### src/rtl/mem_port_arbiter_pkg.sv
// Shared types for the I/D cache memory-port arbiter: FSM state encoding
// and the cache-line container.
package mem_port_arbiter_pkg;

  typedef enum logic [1:0] {
    IDLE    = 2'd0,
    SERVE_I = 2'd1,
    SERVE_D = 2'd2,
    RELEASE = 2'd3
  } arbiter_state_t;

  typedef logic [255:0] cache_line_t;

endpackage

### src/rtl/mem_port_arbiter.sv
// Single-port line arbiter between instruction and data caches: data side wins
// by default, instruction side is forced after STARVE_LIMIT data grants.
module mem_port_arbiter
  import mem_port_arbiter_pkg::*;
#(
  parameter int LINE_WIDTH   = 256,
  parameter int ADDR_WIDTH   = 32,
  parameter int STARVE_LIMIT = 4,
  localparam int CNT_W       = $clog2(STARVE_LIMIT + 1)
) (
  input  logic                  clk,
  input  logic                  rst,
  input  logic                  i_read,
  input  logic [ADDR_WIDTH-1:0] i_address,
  output logic [LINE_WIDTH-1:0] i_rdata,
  output logic                  i_resp,
  input  logic                  d_read,
  input  logic                  d_write,
  input  logic [ADDR_WIDTH-1:0] d_address,
  input  logic [LINE_WIDTH-1:0] d_wdata,
  output logic [LINE_WIDTH-1:0] d_rdata,
  output logic                  d_resp,
  output logic                  pmem_read,
  output logic                  pmem_write,
  output logic [ADDR_WIDTH-1:0] pmem_address,
  output logic [LINE_WIDTH-1:0] pmem_wdata,
  input  logic [LINE_WIDTH-1:0] pmem_rdata,
  input  logic                  pmem_resp,
  output arbiter_state_t        dbg_state,
  output logic [CNT_W-1:0]      dbg_starve_cnt
);

  // Handshake: each cache holds its request level-high until it sees its own
  // resp; resp is a one-cycle pulse, combinational from pmem_resp, issued only
  // while that cache owns the port. Memory strobes stay high until pmem_resp.

  localparam logic [CNT_W-1:0] STARVE_MAX = CNT_W'(STARVE_LIMIT);

  arbiter_state_t          state, next_state;
  logic [CNT_W-1:0]        starve_cnt;
  logic [ADDR_WIDTH-1:0]   hold_addr;
  logic [LINE_WIDTH-1:0]   hold_wdata;
  logic                    hold_write;
  logic                    grant_i, grant_d;
  logic                    d_req, i_forced;

  assign d_req    = d_read | d_write;
  assign i_forced = i_read && (starve_cnt == STARVE_MAX);

  always_comb begin
    next_state = state;
    grant_i    = 1'b0;
    grant_d    = 1'b0;
    case (state)
      IDLE: begin
        if (d_req && !i_forced) begin
          grant_d    = 1'b1;
          next_state = SERVE_D;
        end else if (i_read) begin
          grant_i    = 1'b1;
          next_state = SERVE_I;
        end
      end
      SERVE_I, SERVE_D: if (pmem_resp) next_state = RELEASE;
      RELEASE:          next_state = IDLE;
      default:          next_state = IDLE;
    endcase
  end

  always_ff @(posedge clk or posedge rst) begin
    if (rst) begin
      state      <= IDLE;
      starve_cnt <= '0;
      hold_addr  <= '0;
      hold_wdata <= '0;
      hold_write <= 1'b0;
    end else begin
      state <= next_state;
      if (grant_d) begin
        hold_addr  <= d_address;
        hold_wdata <= d_wdata;
        hold_write <= d_write;  // write wins if the cache illegally raises both
        if (!i_read)                       starve_cnt <= '0;
        else if (starve_cnt != STARVE_MAX) starve_cnt <= starve_cnt + CNT_W'(1);
      end else if (grant_i) begin
        hold_addr  <= i_address;
        hold_wdata <= '0;
        hold_write <= 1'b0;
        starve_cnt <= '0;
      end
    end
  end

  // Strobes come only from the hold registers, never from live cache inputs.
  assign pmem_read    = (state == SERVE_I) || ((state == SERVE_D) && !hold_write);
  assign pmem_write   = (state == SERVE_D) && hold_write;
  assign pmem_address = hold_addr;
  assign pmem_wdata   = hold_wdata;

  assign i_resp  = (state == SERVE_I) && pmem_resp;
  assign d_resp  = (state == SERVE_D) && pmem_resp;
  assign i_rdata = pmem_rdata;
  assign d_rdata = pmem_rdata;

  assign dbg_state      = state;
  assign dbg_starve_cnt = starve_cnt;

endmodule

### config.mk
export PLATFORM = sky130hd
export DESIGN_NAME = mem_port_arbiter
export DESIGN_NICKNAME = d
export VERILOG_FILES = /design/src/rtl/mem_port_arbiter_pkg.sv /design/src/rtl/mem_port_arbiter.sv
export SDC_FILE = /design/constraint.sdc
export NUM_CORES = 1
export LEC_CHECK = 0
export ABC_AREA = 1
export BUFFER_PORTS_ARGS = -buffer_cell sky130_fd_sc_hd__buf_2
export CAP_MARGIN = 20
export CORE_AREA = 2 2 541 543
export DETAILED_ROUTE_END_ITERATION = 16
export DIE_AREA = 0 0 543 545
export GPL_ROUTABILITY_DRIVEN = 0
export SYNTH_ARGS = -nofsm -noshare
export SYNTH_HDL_FRONTEND = slang
export SYNTH_SLANG_ARGS = --single-unit
### constraint.sdc
create_clock -name clk -period 14.4 [get_ports clk]
set_input_delay 2.88 -clock clk [delete_from_list [all_inputs] [get_ports clk]]
set_output_delay 2.88 -clock clk [all_outputs]
set_load 0.02 [all_outputs]
==> metrics.cfg, run 1 <==
[logic_synthesis]
yosys_register_bits=294
synth.net_count=2510
synth_compound_area_frac=0.00273
synth.mux.area_fraction=0
synth-simple-area-share=0.235
synth_xor_area_frac=0.000561
ys_seq_area_frac=0.472
syn_inst=1923
synth_fa_ha_area_frac=0.00401
synth_area_mm2=0.0156
synth_top_family_by_area=buffers and inverters
syn_area_per_cell_um2=8.11
synth_cell_types=18
yosys_warnings=0

[power_and_ir_drop]
power_leakage_uw=0.0102
power.density_mw_per_mm2=234
vdd_drop_max_mv=0.0972
design_power_total_uw=4900

[drt]
drt-vias-per-instance=2.19
route.vias.total=13000
ant_nets=0
finalWirelength_um=159000
drtPass1Iterations=5
first_iter_violations=1264
wl_per_cell_um=26.6
drcViolationCount=0

[global_routing]
overflow=0
grt_antenna_before_repair=93
grt_pass1_wl_um=185000
grt_busiest_layer=met2
grt_use_met2=0.141
grt.met1_usage=0.0735
grt_max_degree=138
grt_pass1_vias=12200
grt_util_all_layers=0.103
met3_usage=0.137

[place]
place_area_mm2=0.0196
hpwlAfterDp_um=139000
io_buffer_count=622

[worst_setup_path]
critPathKind=in -> out
crit_required_ns=11.52
crit_path_max_incr_delay_ns=0.18
cp-end-kind=output pin
reg2reg_slack_ns=10.68
startpoint_type=input pin
r2r_cells=9
crit-reg2reg-launch=dbg_starve_cnt[0]
cp_slowest_cell=buf_2
worstPathCellList=buf_2 -> nand2_1 -> inv_1 -> buf_2
cpMostUsedCell=buf_2
cp_max_fo=3
crit_arrival_ns=3.37
r2r-end=pmem_wdata[53]

[sta]
max_freq_ghz=0.160
rsz0062_at_grt=no
maxSlewViolCount=0
relSlewSlack=0.371
finalSetupViolCount=0
fin_crit_ns=6.25
setup_tns_ns=0
worst_slew_pin_slew_ns=0.943
fin_hold_ws_ns=0.463
timing_hold_violations_final=0
post-route-period-util=0.434
skew_ns=0.0518

[die]
initial_utilization=0.0538
ioPinCount=1391
die_height_um=545
die_w_um=543
die_area_mm2=0.296
core_area_mm2=0.290
rows=198

[finish]
final-seq-area_mm2=0.00736
fillerInstances=34200
mostFrequentLayoutCell=nand2_1
multi_input_area_mm2=0.00380
synthToLayoutAreaGrowth_pct=34.5
final_cell_mix=nand2_1 (881), buf_2 (622), dfrtp_1 (294), inv_1 (77), nand3_1 (66)
final_area_mm2=0.0210
nNetsFinal=2600
drive_gt1_frac=0.346

[cts]
clk_latency_ns=0.66
cts_resized=0
cts-root-buf=clkbuf_16
post_cts.repair.setup_buffers=0
htree_levels=2
hold_buffers=0
clk_pin_slew_ns=0.06
cts_inserted_buffers=42
cts_buffer_depth=3
clock_sinks=294
cts_tree=yes

[worst_hold_path]
min_path_type=reg -> reg
hp-start=pmem_wdata[82]
whs_endpoint=pmem_wdata[82]
holdPathStages=2

[flow_run]
drv_cap=0

[status]
status=complete, no violations

==> synth_stat cells (all sizes together) <==
| library cell | instances | area [um^2] |
|---|---|---|
| a21oi | 1 | 16.3 |
| xor2 | 1 | 8.76 |
| ha | 5 | 62.6 |
| a21o | 1 | 7.51 |
| clkbuf | 37 | 139 |
| nand4 | 1 | 6.26 |
| o22ai | 3 | 18.8 |
| nand2 | 881 | 3310 |
| dfrtp | 294 | 7360 |
| nand3 | 68 | 345 |
| buf | 547 | 4010 |
| nor2 | 2 | 7.51 |
| inv | 81 | 304 |
| or2 | 1 | 6.26 |
==> kinds of logic (layout without fill, tap and decap cells) <==
logic type,Yosys count,after routing
compound gates,5,5
xor+xnor,1,1
fa+ha+maj,5,5
buf+inv,665,785
flops,294,294
other cells,0,20
simple gates,953,953
==> sequential cells by signal, summed over array words and instances (netlist names) <==
register,count
pmem_wdata,256
pmem_address,32
dbg_starve_cnt,3
dbg_state,2
hold_write,1
==> routing by layer <==
| layer | part of all wire | vias up | routed length (um) |
|---|---|---|---|
| li1 | - | 5482 | - |
| met1 | 0.23 | 5711 | 36700 |
| met2 | 0.39 | 1290 | 62600 |
| met3 | 0.30 | 522 | 48000 |
| met4 | 0.070 | 40 | 11100 |
| met5 | 0.0032 | - | 513 |
==> layout make-up <==
type                       instances  share of cell area
inverter                          81              0.0156
multi-input combinational        964               0.181
timing repair buffer             630               0.153
clock inverter                    20              0.0102
tap                             3900               0.233
sequential                       294               0.351
clock buffer                      54              0.0546
antenna                           20             0.00239
==> critical path: cells and delay by family <==
kind / cells / cell delay [ns]
buffers and inverters: 3 / 0.40
and+or+nand+nor: 1 / 0.09
==> worst max path at each step <==
stage,startpoint,to,cells past startpoint
final,pmem_resp,d_resp,4
after global routing,pmem_resp,i_resp,4
after CTS,pmem_resp,d_resp,4
after detailed placement,pmem_resp,d_resp,4
after global placement,pmem_resp,d_resp,4
after floorplan,rst,dbg_starve_cnt[0],1
==> power breakdown <==
| part | switching, uW | internal, uW | total [uW] |
|---|---|---|---|
| clock | 493 | 589 | 1080 |
| combinational | 1820 | 551 | 2370 |
| sequential | 232 | 1210 | 1440 |
| total | 2550 | 2350 | 4900 |
==> stage by stage <==
step           std cells    util  worst slack [ns]
2_1_floorplan       1923       -              3.40
3_3_place_gp        5869  0.0675              8.10
3_5_place_dp        5869  0.0675              8.15
4_1_cts             5943  0.0722              8.14
5_1_grt             5954  0.0723              8.12
6_report            5963  0.0723              8.15
(Power assumes the default switching activity.)
==> run 2: changes to the inputs <==
clock period = 5.95 ns   (was 14.4 ns; I/O delays follow)
==> metrics.cfg, run 2 (synthesized netlist as in run 1, its figures left out) <==
[global_routing]
grt_pass1_wl_um=191000
grt_pass1_vias=12500
grt_util_all_layers=0.106
grt_antenna_before_repair=91
overflow=0
grt_max_degree=123

[die]
rows=198
core_area_mm2=0.290
die_area_mm2=0.296
die_height_um=545
initial_utilization=0.0538
ioPinCount=1391
die_w_um=543

[cts]
cts-root-buf=clkbuf_16
htree_levels=2
cts_buffer_depth=3
cts_resized=0
cts_tree=yes
clock_sinks=294
post_cts.repair.setup_buffers=0
cts_inserted_buffers=44
hold_buffers=0
clk_latency_ns=0.65
clk_pin_slew_ns=0.06

[finish]
final-seq-area_mm2=0.00736
nNetsFinal=2609
fillerInstances=34100
synthToLayoutAreaGrowth_pct=36.0
mostFrequentLayoutCell=nand2_1
final_cell_mix=nand2_1 (881), buf_2 (622), dfrtp_1 (294), inv_1 (77), nand3_1 (66)
largest_register_ffs=256
drive_gt1_frac=0.351
multi_input_area_mm2=0.00380

[drt]
drtPass1Iterations=7
ant_nets=0
wl_per_cell_um=27.7
route.vias.total=13400
drcViolationCount=0
finalWirelength_um=166000
drt-vias-per-instance=2.24
first_iter_violations=1338

[place]
io_buffer_count=622
hpwlAfterDp_um=147000

[flow_run]
drv_cap=0

[worst_setup_path]
crit_arrival_ns=1.83
reg2reg_slack_ns=3.12
startpoint_type=flop
crit-reg2reg-launch=dbg_state[1]
crit_path_max_incr_delay_ns=0.41
cp_top_family=flip-flops
cp_max_fo=4
r2r-end=pmem_wdata[41]
cp-end-kind=output pin
path_buf_inv=2
cp_slowest_cell=dfrtp_1
crit_required_ns=4.76
worstPathCellList=inv_1 -> ha_1 -> a21o_1 -> buf_2
r2r_cells=9
critPathKind=reg -> out

[sta]
fin_crit_ns=3.02
worst_slew_pin_slew_ns=0.984
skew_ns=0.0153
setup_tns_ns=0
finalSetupViolCount=0
rsz0062_at_grt=no
maxSlewViolCount=0
relSlewSlack=0.344
timing_hold_violations_final=0
post-route-period-util=0.508
max_freq_ghz=0.331

[power_and_ir_drop]
vdd_drop_max_mv=0.331
design_power_total_uw=12200
power.density_mw_per_mm2=576
power_leakage_uw=0.0103

[status]
status=complete, no violations

[worst_hold_path]
whs_endpoint=pmem_wdata[239]
holdPathStages=2
min_path_type=reg -> reg
hp-start=pmem_wdata[239]

## run 2: changes by cell type in the layout (fill, tap and decap cells not counted), sizes merged
cell,change
buf,+7
clkinv,-4
bufinv,+3
inv,+6
diode,+8
clkbuf,+1
## run 2: how the worst max path moves through the flow
stage / start / to / cells past startpoint
2_1_floorplan: rst / dbg_starve_cnt[0] / 1
3_3_place_gp: d_read / pmem_address[5] / 8
3_5_place_dp: d_read / pmem_wdata[202] / 8
4_1_cts: dbg_state[0] / pmem_read / 4
5_1_grt: dbg_state[0] / pmem_read / 4
6_report: dbg_state[0] / pmem_read / 4
## run 2: metrics by stage
stage	instances	util	setup slack (ns)	cell area, um^2	hold WS (ns)
floorplan	1923	-	0.857	15600	0.516
global placement	5876	0.0677	2.46	19600	0.450
detailed placement	5876	0.0677	2.43	19600	0.454
CTS	5956	0.0729	2.83	21100	0.467
global route	5971	0.0730	2.79	21200	0.478
finish	5984	0.0731	2.93	21200	0.465
## run 2: tightest hold or removal path, cell delays in order, from the launching register on
cell and delay, ns:
dfrtp_1 0.33, nand2_1 0.05, nand2_1 0.05
## run 2: routing by layer
metal	global-route usage	share of wire	up-vias
li1	-	-	5506
met1	0.0727	0.23	5983
met2	0.149	0.40	1420
met3	0.141	0.30	498
met4	0.0710	0.078	20
met5	0.0107	0.0033	-
## run 2: layout make-up
type	instances	area share
flip-flops and latches	294	0.347
diodes	28	0.00330
multi-input cells	964	0.179
clock inverters	25	0.0145
well taps	3900	0.230
inverters	81	0.0152
repair buffers	637	0.154
clock buffers	55	0.0567
## run 2: where the power goes
group / leakage [uW] / internal (uW) / total, uW / switching, uW
combinational: 0.00585 / 1340 / 5810 / 4470
sequential: 0.00369 / 2940 / 3530 / 593
clock: 0.000741 / 1640 / 2870 / 1240
